==> src/rtl/tlb_op_ctrl_if.sv <==
// Op request / result bundle between the MEM stage and tlb_op_ctrl.
// Ports: master = MEM stage (issues op with CSR operands, receives result pulse),
//        slave  = tlb_op_ctrl (accepts op when ready, returns one-cycle result).
interface tlb_op_ctrl_if #(
  parameter int IDXW = 4
);
  logic            op_valid;
  logic            op_ready;
  logic [2:0]      op_code;
  logic [4:0]      op_inv_code;
  logic [9:0]      op_inv_asid;
  logic [18:0]     op_inv_vppn;
  logic [IDXW-1:0] csr_index;
  logic [88:0]     csr_entry;
  logic            res_valid;
  logic            res_found;
  logic [IDXW-1:0] res_index;
  logic [88:0]     res_entry;
  logic            res_ine;

  modport master (
    output op_valid, op_code, op_inv_code, op_inv_asid, op_inv_vppn, csr_index, csr_entry,
    input  op_ready, res_valid, res_found, res_index, res_entry, res_ine
  );

  modport slave (
    input  op_valid, op_code, op_inv_code, op_inv_asid, op_inv_vppn, csr_index, csr_entry,
    output op_ready, res_valid, res_found, res_index, res_entry, res_ine
  );
endinterface

==> src/rtl/tlb_op_ctrl.sv <==
// Sequences tlbsrch/tlbrd/tlbwr/tlbfill/invtlb onto the tlb write, read, invtlb and
// search-port-1 interfaces. Latency: accept T, TLB action T+1, res_valid pulse T+2,
// ready again T+3. Backpressure: op_ready only in IDLE, so one op per 3 cycles.
// Ports: clk/reset; op (slave side of tlb_op_ctrl_if); lsu_s1_* LSU search key/grant;
// tlb_s1_* search port 1; tlb_we/tlb_w_* write port; tlb_r_* read port; tlb_inv_* invtlb.
module tlb_op_ctrl #(
  parameter int TLBNUM = 16,
  parameter int IDXW   = $clog2(TLBNUM)
) (
  input  logic            clk,
  input  logic            reset,
  tlb_op_ctrl_if.slave    op,
  input  logic            lsu_s1_req,
  input  logic [18:0]     lsu_s1_vppn,
  input  logic            lsu_s1_va_bit12,
  input  logic [9:0]      lsu_s1_asid,
  output logic            lsu_s1_gnt,
  output logic [18:0]     tlb_s1_vppn,
  output logic            tlb_s1_va_bit12,
  output logic [9:0]      tlb_s1_asid,
  input  logic            tlb_s1_found,
  input  logic [IDXW-1:0] tlb_s1_index,
  output logic            tlb_we,
  output logic [IDXW-1:0] tlb_w_index,
  output logic [88:0]     tlb_w_entry,
  output logic [IDXW-1:0] tlb_r_index,
  input  logic [88:0]     tlb_r_entry,
  output logic            tlb_inv_valid,
  output logic [4:0]      tlb_inv_op,
  output logic [9:0]      tlb_inv_asid,
  output logic [18:0]     tlb_inv_vppn
);

  localparam logic [2:0] OP_SRCH = 3'd0;
  localparam logic [2:0] OP_RD   = 3'd1;
  localparam logic [2:0] OP_WR   = 3'd2;
  localparam logic [2:0] OP_FILL = 3'd3;
  localparam logic [2:0] OP_INV  = 3'd4;

  typedef enum logic [1:0] {IDLE, EXEC, RESP} state_t;

  state_t          state, state_nxt;
  logic [2:0]      code_q;
  logic [4:0]      inv_code_q;
  logic [9:0]      inv_asid_q;
  logic [18:0]     inv_vppn_q;
  logic [IDXW-1:0] index_q;
  logic [88:0]     entry_q;
  logic [IDXW-1:0] fill_ptr;

  logic            res_valid_q, res_found_q, res_ine_q;
  logic [IDXW-1:0] res_index_q;
  logic [88:0]     res_entry_q;

  logic accept, exec, srch_exec, is_rd, is_wr, is_fill, is_inv, inv_legal, ine;

  assign accept    = op.op_valid && (state == IDLE);
  assign exec      = (state == EXEC);
  assign srch_exec = exec && (code_q == OP_SRCH);
  assign is_rd     = (code_q == OP_RD);
  assign is_wr     = (code_q == OP_WR);
  assign is_fill   = (code_q == OP_FILL);
  assign is_inv    = (code_q == OP_INV);
  assign inv_legal = (inv_code_q <= 5'd6);
  assign ine       = (code_q > OP_INV) || (is_inv && !inv_legal);

  always_ff @(posedge clk) begin
    if (reset) state <= IDLE;
    else       state <= state_nxt;
  end

  always_comb begin
    state_nxt = state;
    case (state)
      IDLE:    if (op.op_valid) state_nxt = EXEC;
      EXEC:    state_nxt = RESP;
      RESP:    state_nxt = IDLE;
      default: state_nxt = IDLE;
    endcase
  end

  // Operand capture on accept; held stable for the rest of the op.
  always_ff @(posedge clk) begin
    if (reset) begin
      code_q     <= '0;
      inv_code_q <= '0;
      inv_asid_q <= '0;
      inv_vppn_q <= '0;
      index_q    <= '0;
      entry_q    <= '0;
    end else if (accept) begin
      code_q     <= op.op_code;
      inv_code_q <= op.op_inv_code;
      inv_asid_q <= op.op_inv_asid;
      inv_vppn_q <= op.op_inv_vppn;
      index_q    <= op.csr_index;
      entry_q    <= op.csr_entry;
    end
  end

  // Power-of-two TLBNUM: natural IDXW-bit wrap gives the mod-TLBNUM step.
  always_ff @(posedge clk) begin
    if (reset)                fill_ptr <= '0;
    else if (exec && is_fill) fill_ptr <= fill_ptr + IDXW'(1);
  end

  always_ff @(posedge clk) begin
    if (reset) begin
      res_valid_q <= 1'b0;
      res_found_q <= 1'b0;
      res_index_q <= '0;
      res_entry_q <= '0;
      res_ine_q   <= 1'b0;
    end else begin
      res_valid_q <= exec;
      if (exec) begin
        res_found_q <= srch_exec && tlb_s1_found;
        res_index_q <= (srch_exec && tlb_s1_found) ? tlb_s1_index : '0;
        // An invalid entry (e=0) reads back as all zero.
        res_entry_q <= (is_rd && tlb_r_entry[88]) ? tlb_r_entry : '0;
        res_ine_q   <= ine;
      end
    end
  end

  assign op.op_ready  = (state == IDLE);
  assign op.res_valid = res_valid_q;
  assign op.res_found = res_found_q;
  assign op.res_index = res_index_q;
  assign op.res_entry = res_entry_q;
  assign op.res_ine   = res_ine_q;

  // Gating with reset makes a reset landing in EXEC abort the TLB side effect too.
  assign tlb_we        = exec && (is_wr || is_fill) && !reset;
  assign tlb_w_index   = is_fill ? fill_ptr : index_q;
  assign tlb_w_entry   = entry_q;
  assign tlb_r_index   = index_q;
  assign tlb_inv_valid = exec && is_inv && inv_legal && !reset;
  assign tlb_inv_op    = inv_code_q;
  assign tlb_inv_asid  = inv_asid_q;
  assign tlb_inv_vppn  = inv_vppn_q;

  // tlbsrch owns search port 1 for its single EXEC cycle; otherwise the LSU passes through.
  assign lsu_s1_gnt      = lsu_s1_req && !srch_exec;
  assign tlb_s1_vppn     = srch_exec ? entry_q[87:69] : lsu_s1_vppn;
  assign tlb_s1_va_bit12 = srch_exec ? 1'b0 : lsu_s1_va_bit12;
  assign tlb_s1_asid     = srch_exec ? entry_q[62:53] : lsu_s1_asid;

endmodule

==> src/flat_wrapper.sv <==
// flat-port wrapper written by rule: the top's interface ports become plain ports
module tlb_op_ctrl_flat 
#(
  parameter int TLBNUM = 16,
  parameter int IDXW   = $clog2(TLBNUM)
)
  (clk, reset, lsu_s1_req, lsu_s1_vppn, lsu_s1_va_bit12, lsu_s1_asid, lsu_s1_gnt, tlb_s1_vppn, tlb_s1_va_bit12, tlb_s1_asid, tlb_s1_found, tlb_s1_index, tlb_we, tlb_w_index, tlb_w_entry, tlb_r_index, tlb_r_entry, tlb_inv_valid, tlb_inv_op, tlb_inv_asid, tlb_inv_vppn, op_op_valid, op_op_code, op_op_inv_code, op_op_inv_asid, op_op_inv_vppn, op_csr_index, op_csr_entry, op_op_ready, op_res_valid, op_res_found, op_res_index, op_res_entry, op_res_ine);
  tlb_op_ctrl_if #(.IDXW(IDXW)) op_i ();
  input  logic clk;
  input  logic reset;
  input  logic lsu_s1_req;
  input  logic [18:0] lsu_s1_vppn;
  input  logic lsu_s1_va_bit12;
  input  logic [9:0] lsu_s1_asid;
  output logic lsu_s1_gnt;
  output logic [18:0] tlb_s1_vppn;
  output logic tlb_s1_va_bit12;
  output logic [9:0] tlb_s1_asid;
  input  logic tlb_s1_found;
  input  logic [IDXW-1:0] tlb_s1_index;
  output logic tlb_we;
  output logic [IDXW-1:0] tlb_w_index;
  output logic [88:0] tlb_w_entry;
  output logic [IDXW-1:0] tlb_r_index;
  input  logic [88:0] tlb_r_entry;
  output logic tlb_inv_valid;
  output logic [4:0] tlb_inv_op;
  output logic [9:0] tlb_inv_asid;
  output logic [18:0] tlb_inv_vppn;
  input wire logic [$bits(op_i.op_valid)-1:0] op_op_valid;
  input wire logic [$bits(op_i.op_code)-1:0] op_op_code;
  input wire logic [$bits(op_i.op_inv_code)-1:0] op_op_inv_code;
  input wire logic [$bits(op_i.op_inv_asid)-1:0] op_op_inv_asid;
  input wire logic [$bits(op_i.op_inv_vppn)-1:0] op_op_inv_vppn;
  input wire logic [$bits(op_i.csr_index)-1:0] op_csr_index;
  input wire logic [$bits(op_i.csr_entry)-1:0] op_csr_entry;
  output wire logic [$bits(op_i.op_ready)-1:0] op_op_ready;
  output wire logic [$bits(op_i.res_valid)-1:0] op_res_valid;
  output wire logic [$bits(op_i.res_found)-1:0] op_res_found;
  output wire logic [$bits(op_i.res_index)-1:0] op_res_index;
  output wire logic [$bits(op_i.res_entry)-1:0] op_res_entry;
  output wire logic [$bits(op_i.res_ine)-1:0] op_res_ine;
  assign op_i.op_valid = op_op_valid;
  assign op_i.op_code = op_op_code;
  assign op_i.op_inv_code = op_op_inv_code;
  assign op_i.op_inv_asid = op_op_inv_asid;
  assign op_i.op_inv_vppn = op_op_inv_vppn;
  assign op_i.csr_index = op_csr_index;
  assign op_i.csr_entry = op_csr_entry;
  assign op_op_ready = op_i.op_ready;
  assign op_res_valid = op_i.res_valid;
  assign op_res_found = op_i.res_found;
  assign op_res_index = op_i.res_index;
  assign op_res_entry = op_i.res_entry;
  assign op_res_ine = op_i.res_ine;
  tlb_op_ctrl #(.TLBNUM(TLBNUM), .IDXW(IDXW)) u_core (.clk(clk), .reset(reset), .op(op_i), .lsu_s1_req(lsu_s1_req), .lsu_s1_vppn(lsu_s1_vppn), .lsu_s1_va_bit12(lsu_s1_va_bit12), .lsu_s1_asid(lsu_s1_asid), .lsu_s1_gnt(lsu_s1_gnt), .tlb_s1_vppn(tlb_s1_vppn), .tlb_s1_va_bit12(tlb_s1_va_bit12), .tlb_s1_asid(tlb_s1_asid), .tlb_s1_found(tlb_s1_found), .tlb_s1_index(tlb_s1_index), .tlb_we(tlb_we), .tlb_w_index(tlb_w_index), .tlb_w_entry(tlb_w_entry), .tlb_r_index(tlb_r_index), .tlb_r_entry(tlb_r_entry), .tlb_inv_valid(tlb_inv_valid), .tlb_inv_op(tlb_inv_op), .tlb_inv_asid(tlb_inv_asid), .tlb_inv_vppn(tlb_inv_vppn));
endmodule
==> config.mk <==
export PLATFORM = sky130hd
export DESIGN_NAME = tlb_op_ctrl_flat
export DESIGN_NICKNAME = d
export VERILOG_FILES = /design/src/rtl/tlb_op_ctrl_if.sv /design/src/rtl/tlb_op_ctrl.sv /design/src/flat_wrapper.sv
export SDC_FILE = /design/constraint.sdc
export NUM_CORES = 1
export LEC_CHECK = 0
export ABC_AREA = 1
export BUFFER_PORTS_ARGS = -buffer_cell sky130_fd_sc_hd__buf_2
export CORE_AREA = 2 2 204 206
export DETAILED_ROUTE_END_ITERATION = 6
export DIE_AREA = 0 0 206 208
export GPL_TIMING_DRIVEN = 0
export PLACE_DENSITY = 0.56
export SLEW_MARGIN = 0
export SYNTH_ARGS = -nofsm -noshare
export SYNTH_HDL_FRONTEND = slang
export SYNTH_SLANG_ARGS = --single-unit
export TNS_END_PERCENT = 20
==> constraint.sdc <==
create_clock -name clk -period 1.8 [get_ports clk]
set_clock_uncertainty 0.2 [all_clocks]
set_input_delay 0.27 -clock clk [delete_from_list [all_inputs] [get_ports clk]]
set_output_delay 0.27 -clock clk [all_outputs]
set_load 0.05 [all_outputs]
==> impl_summary.md, run 1 <==
Critical path
The required time at the worst-slack endpoint is around 1.3 ns. The worst setup path is launched from a flop. The data arrival time at the worst-slack endpoint is approximately 1.9 ns. The family with the most delay on the worst path is buffers and inverters.

The startpoint identified for the worst register-to-register timing path is u_core.state[1]$_SDFFE_PP0P_. For this run, the slowest stage of the critical path takes roughly 0.36 ns. The number of cells on the worst reg-to-reg path is 8. The capturing element type of the critical path is an output port.

The count of buffering cells on the critical path with inverters included is 4. The slowest stage of the critical path belongs to the cell dfxtp_4. Traced cell by cell, the critical path runs through nor2_4 -> buf_12 -> nand2_4 -> buf_6 -> buf_8 -> nand2_1 -> nand2_2 -> buf_6. Of all nets on the critical path, the largest fanout is 10. The worst setup path category is reg2out.

The most frequent cell on the critical path is buf_6. Across all register-to-register paths, the minimum setup slack is ~0.06 ns. The end of the worst register-to-register path is u_core.op.res_entry[60]$_SDFFE_PP0P_.

Power and ir drop
The analysis attributes to cell leakage a power of roughly 7.5 nW. The design draws around 14 mW. VDD sags by at most ~0.75 mV. The power density relative to cell area is about 910 nW/um^2.

Route
After the first detailed-routing iteration, the DRC count stood at between 400 and 500. The post-detailed-routing wire length is 38,700 um. Using the TritonRoute via totals, the vias-per-cell ratio works out to roughly 4.3. The overall via count from detail_route is around 11,000. The detailed-routing iteration count for the pre-antenna-repair pass is 5. The detailed-route DRC error count is 0.

The post-route antenna net violation count is 0. Dividing the detail-routed wire length by the instance count gives ~16 um.

Global route
After global routing the overflow that remains totals 0. Across every metal layer, demand over resource in global routing totals 0.167. The first-pass GRT wire length is 56,800 um. The number of global-route vias before repair was roughly 11,000. The number of antenna violations at the first check in global routing came to 2.

Entering global routing, the biggest net connects 13 pins.

CTS
The number of clock buffers added by TritonCTS is 27. The clock net sink count is about 230. In this run the number of H-tree levels came out at 1.

The tree is rooted in a clkbuf_16. The clock transition at the registers of the reported paths is 0.06 ns. Counting along the longest clock path gives a buffer depth of 3. The clock network latency to the later pin of the worst-skew pair is 0.54 ns. TritonCTS built the clock tree.

Cells and area
Once layout is complete, the cells apart from fillers number roughly 2,500. Of the cells placed in the final design, the portion with a size suffix greater than 1 is 0.360. The final non-filler cell area is 15,800 sq um. Relative to the synthesized area, the layout overhead comes to 86.6%. At the end of the flow, the number of nets in the layout was 2,180. The core occupancy in the finished layout is 0.390.

Outcome
The flow ran to the end, but the final reports show violations. The final reports fail on setup timing.

Yosys
The synthesized area is about 8500 sq um. The post-synthesis sequential area ratio is 0.548. The number of warnings printed during yosys synthesis is 0.

Synthesis inferred 232 register bits. In this run, distinct cell masters in the synthesized netlist total 21. The number of nets in the synthesized netlist is between 1,000 and 1,500. A synthesized cell averages roughly 7.5 sq um. The number of instances in the synthesized netlist is ~1,100.

Placement
The wire-length estimate of the detail-placed layout is between 20,000 and 30,000 um. The placement-stage worst setup slack is -1.01 ns. The number of instances in the placed design is ~2,200. The number of port buffers is 518. Routability-driven placement finished with a final weighted congestion of around 0.86.

The placed standard-cell area is ~12,000 sq um.

Timing
Setup repair after global routing could not meet its margin everywhere. The max-slew violation count is 0. The slew at the pin closest to its max-slew limit is 0.680 ns. The smallest clock period supported by the final layout is computed as around 2.3 ns. Hold timing on the final database bottoms out at a slack of between 0.1 and 0.15 ns. The headroom to the max-slew limit is 0.547.

Setup violations remaining at the end of the flow were counted as 38. Adding up every negative setup slack in the final design gives -17.17 ns. The highest clock frequency the design can meet is ~430 MHz. The number of failing hold endpoints at the final stage was 0. The period utilization is 1.30. The final critical-path setup slack is -0.544 ns.

Floorplan
The total I/O pin count is 519. The effective utilization at floorplan is 0.209. Row generation in the floorplan step produced 74 rows.

The overall die width is ~200 um. The total die area is approximately 43,000 sq um. The die boundary height is ~210 um.

The placeable core area is approximately 41,000 sq um.

Min path
The end point of the most critical hold path is u_core.op.res_entry[46]$_SDFFE_PP0P_. The startpoint identified for the worst hold timing path is reset. The count of cells along the worst hold path is 3. In this run the worst hold path is classified as in2reg.

Job
The max-cap check violation count is 0.
==> worst register-to-register path, delay by kind of cell, from the launching register on <==
| kind | cells | cell delay (ns) |
|---|---|---|
| AO/OA/AOI/OAI | 1 | 0.15 |
| buffers and inverters | 5 | 0.81 |
| flip-flops | 1 | 0.33 |
| AND/OR/NAND/NOR | 2 | 0.17 |
==> layout by cell type (no fill, tap or decap), types with 2 or more instances in the layout <==
cell type        n
buf_2          485
nor2_1         269
nand2_1        237
dfxtp_1        227
dlygate4sd3_1  223
a21oi_1         97
o21ai_0         94
o21ai_1         37
clkbuf_1        32
buf_4           32
nand2_2         31
buf_6           30
clkbuf_16       29
buf_8           20
nand2_4         18
inv_1           10
clkbuf_8         7
nand3_1          6
clkbuf_2         6
nor2_4           5
buf_12           5
clkinv_2         5
nand4_1          4
o21ai_2          3
dfxtp_4          3
inv_2            2
nor4_4           2
dfxtp_2          2
==> layer usage <==
layer	wire length, um	global-route usage
met5	13	0
met4	1270	0.0576
met3	3260	0.0479
met2	19300	0.311
met1	14900	0.177
==> timing repair <==
item                                    in CTS  in global routing
hold buffers                               223                  0
resized for setup                          165                119
cloned                                       1                  1
pin swaps                                   15                 17
buffers inserted                             9                  8
endpoints found under the setup margin     111                221
hold endpoints to repair                   223                  0
==> Yosys cell counts <==
| library cell | count | area share |
|---|---|---|
| nand4_1 | 4 | 0.0030 |
| ha_1 | 1 | 0.0015 |
| buf_2 | 23 | 0.014 |
| nand2_1 | 285 | 0.13 |
| nor4_1 | 2 | 0.0015 |
| inv_1 | 11 | 0.0049 |
| nor2_1 | 272 | 0.12 |
| o21ai_0 | 135 | 0.080 |
| nor2_2 | 2 | 0.0015 |
| clkbuf_1 | 35 | 0.016 |
| a21oi_1 | 98 | 0.058 |
| nand3_1 | 7 | 0.0041 |
| buf_6 | 3 | 0.0040 |
| inv_2 | 3 | 0.0013 |
| xor2_1 | 1 | 0.0010 |
| buf_4 | 9 | 0.0080 |
| buf_1 | 2 | 0.00089 |
| clkbuf_2 | 7 | 0.0041 |
| dfxtp_1 | 232 | 0.55 |
| nor2_4 | 1 | 0.0013 |
| nand2_2 | 1 | 0.00074 |
==> cells by family after synthesis <==
| kind of cell | share of synthesized area |
|---|---|
| AND/OR/NAND/NOR | 0.259 |
| AO/OA/AOI/OAI | 0.138 |
| flip-flops | 0.548 |
| buffers and inverters | 0.0523 |
| XOR/XNOR | 0.00103 |
| adder cells (fa/ha/maj) | 0.00148 |
==> sequential cells by signal, summed over array words and instances (netlist names) <==
| signal | cells |
|---|---|
| u_core.op.res_ine | 1 |
| u_core.code_q | 3 |
| u_core.state | 2 |
| u_core.fill_ptr | 4 |
| u_core.tlb_inv_vppn | 19 |
| u_core.tlb_r_index | 4 |
| u_core.tlb_w_entry | 89 |
| u_core.tlb_inv_asid | 10 |
| u_core.tlb_inv_op | 5 |
| u_core.op.res_index | 4 |
| u_core.op.res_found | 1 |
| u_core.op.res_entry | 89 |
| u_core.op.res_valid | 1 |
==> area by class of cell <==
| class | count | area, sq um |
|---|---|---|
| clock inverter | 8 | 71.3 |
| tap | 532 | 666 |
| antenna | 1 | 2.50 |
| clock buffer | 35 | 766 |
| multi-input combinational | 809 | 3690 |
| buffer | 77 | 526 |
| sequential | 232 | 4660 |
| inverter | 14 | 70.1 |
| fill | 4006 | 24800 |
| timing repair buffer | 760 | 5360 |
==> how the worst max path moves through the flow <==
stage,from,to,slack [ns],cells past startpoint
global placement,u_core.code_q[0]$_SDFFE_PP0P_,tlb_s1_vppn[8],-0.96,7
detailed placement,u_core.code_q[0]$_SDFFE_PP0P_,tlb_s1_vppn[8],-1.01,7
finish,u_core.code_q[1]$_SDFFE_PP0P_,tlb_s1_vppn[8],-0.54,8
CTS,u_core.state[1]$_SDFFE_PP0P_,tlb_s1_vppn[12],-0.61,9
global route,u_core.state[1]$_SDFFE_PP0P_,tlb_s1_vppn[9],-0.66,9
floorplan,u_core.state[1]$_SDFFE_PP0P_,lsu_s1_gnt,-0.15,7
==> power by group <==
| group | switching [mW] | total (mW) | internal (mW) | leakage, nW |
|---|---|---|---|---|
| registers | 0.193 | 5.60 | 5.41 | 1.90 |
| clock network | 2.15 | 5.24 | 3.09 | 0.416 |
| logic | 2.23 | 3.47 | 1.24 | 5.16 |
| total | 4.57 | 14.3 | 9.75 | 7.48 |
(Power assumes the default switching activity.)
==> run 2, diff against run 1 <==
--- a/constraint.sdc
+++ b/constraint.sdc
@@ -4,2 +4,2 @@
 set_output_delay 0.27 -clock clk [all_outputs]
-set_load 0.05 [all_outputs]
+set_load 0.02 [all_outputs]
==> impl_summary.md, run 2 (synthesis results as in run 1) <==
Timing
The max-slew violation count is 0. The number of failing hold endpoints at the final stage is 0. Setup repair after global routing could not meet its margin everywhere.

At the pin with the least slew margin, the transition time is ~0.71 ns. In the finished design, the share of the clock period the worst path needs comes to 1.27. The final-layout setup total negative slack is -17.12 ns.

The headroom to the max-slew limit is 0.527. The minimum clock period is roughly 2.3 ns. The final critical-path setup slack is -0.486 ns.

Setup violations remaining at the end of the flow were counted as 86. Hold timing on the final database bottoms out at a slack of 0.173 ns. The highest clock frequency the design can meet is ~440 MHz.

CTS
The clock transition at the registers of the reported paths is roughly 0.060 ns. The root buffer cell chosen for the clock tree is clkbuf_16. The clock network latency to the later pin of the worst-skew pair is approximately 0.54 ns. The maximum count of clock buffers along a single path is 3. The CTS tree is built. The number of H-tree branching levels is 1.

The clock net sink count is about 230. The CTS buffer count is 27.

Route
The detailed router placed approximately 11,000 vias in this run. After detailed routing, the average wire length per cell comes to between 15 and 20 um. The post-route antenna net violation count is 0.

After detailed routing, the number of remaining DRC violations is 0. Before antenna repair, the detailed router went through 5 iterations. The DRC violation total after the first TritonRoute iteration is approximately 530. The number of vias per cell after detailed routing is ~4.3. The routed design has about 39,000 um of wire.

Placement
At the placement stage, the worst setup path has a slack of -0.701 ns. Once placement completed, the tool counted placed cells totaling 2,184. The half-perimeter wire length after placement is between 20,000 and 30,000 um.

The weighted congestion at the end of routability-driven global placement is around 0.90. In this run the tool buffered the top-level ports with approximately 520 buffer cells.

Critical path
The family with the most delay on the worst path is buffers and inverters. The slack of the worst reg-to-reg path is -0.15 ns. The count of buffering cells on the critical path with inverters included is 4. The required time at the worst-slack endpoint is approximately 1.3 ns. Data on the critical path arrives at its endpoint at ~1.8 ns. The number of cells on the worst reg-to-reg path is 6. The largest single stage delay on the critical path is approximately 0.32 ns. On the critical path, the stage with the largest delay is an instance of dfxtp_2. The worst register-to-register path begins at u_core.state[1]$_SDFFE_PP0P_. The capturing element type of the critical path is an output port.

The critical path is of the reg2out type. Walking the worst path, the cells encountered are inv_2 -> nand2_2 -> nor2_4 -> nand2_4 -> buf_8 -> buf_8 -> nand2_1 -> nand2_2 -> buf_6. The end of the worst register-to-register path is u_core.code_q[1]$_SDFFE_PP0P_. The startpoint type of the worst setup path is a flop. Of all nets on the critical path, the largest fanout is 10.

Global route
The number of global-route vias before repair is approximately 10,000. Across every metal layer, demand over resource in global routing totals 0.167. The number of antenna violations at the first check in global routing came to 0. The pin count of the biggest net entering global routing is 13. The first-pass GRT wire length is 56,300 um. The remaining global-route overflow is 0.

Cells and area
The fraction of final layout cells sized beyond drive strength 1 is 0.334. For this run, the share of the core covered by cells in the final layout is 0.382. The repair_antennas step left the layout with diodes totalling 0. Leaving out fill and tap cells, the most frequent cell in the layout is buf_2. In the layout the commonest cells are 494 x buf_2, 271 x nor2_1, 268 x nand2_1.

The area growth from synthesis to layout is 82.8%. After filler insertion, the fill cell instance count of the layout stands at 4,063. The number of nets in the layout is roughly 2,200. Leaving out filler cells and counting taps, the final layout contains roughly 2,500.

Floorplan
For this configuration, the core starts out at a cell density of 0.209. The die boundary height is ~210 um. Measured along the x axis, the die boundary spans just over 200 um.

The total die area is 42,800 sq um. The total I/O pin count is roughly 520. In this run the core area contains 74 standard-cell rows.

The core region is 40,600 sq um.

Min path
The end point of the most critical hold path is u_core.state[0]$_SDFFE_PP0P_. The start point of the worst hold path is op_op_valid. The path type of the worst min-delay path is in2reg. The count of cells along the worst hold path is 4.

Outcome
The final reports fail on setup timing. The flow ran to the end, but the final reports show violations.

Job
Max-cap violations in this run came to 0.

Power and ir drop
IR analysis of the VDD net gives a maximum drop of 0.667 mV. The power density relative to cell area is around 900 nW/um^2. Summed over all cells, the static leakage comes to between 7 and 8 nW.
## run 2: changes by cell type in the layout (fill, tap and decap cells not counted), sizes merged
cell,before,now
bufinv,1,6
clkinvlp,1,0
bufbuf,0,1
clkinv,7,6
inv,13,14
clkbuf,75,81
buf,574,561
diode,1,0
dlygate4sd3,223,227
## run 2: layout make-up
class | instances | area (sq um) | share of cell area
clock buffer | 37 | 753 | 0.0487
buffer | 79 | 508 | 0.0328
tap | 532 | 666 | 0.0430
timing repair buffer | 754 | 5150 | 0.333
clock inverter | 12 | 210 | 0.0136
multi-input combinational | 809 | 3480 | 0.225
sequential | 232 | 4650 | 0.300
inverter | 14 | 60.1 | 0.00388
## run 2: what timing repair did
| item | 4_1_cts | 5_1_grt |
|---|---|---|
| hold buffers | 227 | 0 |
| endpoints found under the setup margin | 61 | 240 |
| resized for setup | 93 | 41 |
| pin swaps | 5 | 6 |
| buffers inserted | 4 | 2 |
| endpoints found under the hold margin | 223 | 0 |
| cloned | 1 | 2 |
## run 2: tightest hold or removal path: stages
cell	delay, ns
buf_2	0.12
nand2_4	0.11
clkbuf_2	0.24
nor2_1	0.12
## run 2: power by group
part / internal, mW / switching (mW)
logic: 1.13 / 1.43
registers: 5.41 / 0.190
clock network: 3.77 / 2.18
## run 2: per-layer routing
layer | GRT usage | routed length [um] | part of all wire
met1 | 0.181 | 15100 | 0.39
met2 | 0.302 | 18800 | 0.48
met3 | 0.0467 | 3250 | 0.084
met4 | 0.0724 | 1610 | 0.041
met5 | 0 | 0 | 0
## run 2: worst max-delay path by stage
stage	end	slack, ns	depth (start not counted)	from
after CTS	tlb_s1_vppn[10]	-0.53	9	u_core.state[1]$_SDFFE_PP0P_
after global placement	tlb_s1_vppn[8]	-0.70	7	u_core.code_q[0]$_SDFFE_PP0P_
final	tlb_s1_vppn[10]	-0.49	9	u_core.state[1]$_SDFFE_PP0P_
after detailed placement	tlb_s1_vppn[8]	-0.70	7	u_core.code_q[0]$_SDFFE_PP0P_
after global routing	tlb_s1_vppn[10]	-0.56	9	u_core.state[1]$_SDFFE_PP0P_
after floorplan	tlb_we	-0.08	5	u_core.state[1]$_SDFFE_PP0P_
## run 2: metrics by stage
step / cell area, sq um / total power [mW]
CTS: 15300 / 14.2
finish: 15500 / 14.1
global placement: 11700 / 7.65
floorplan: 8470 / 6.74
global route: 15500 / 14.7
detailed placement: 11700 / 7.68
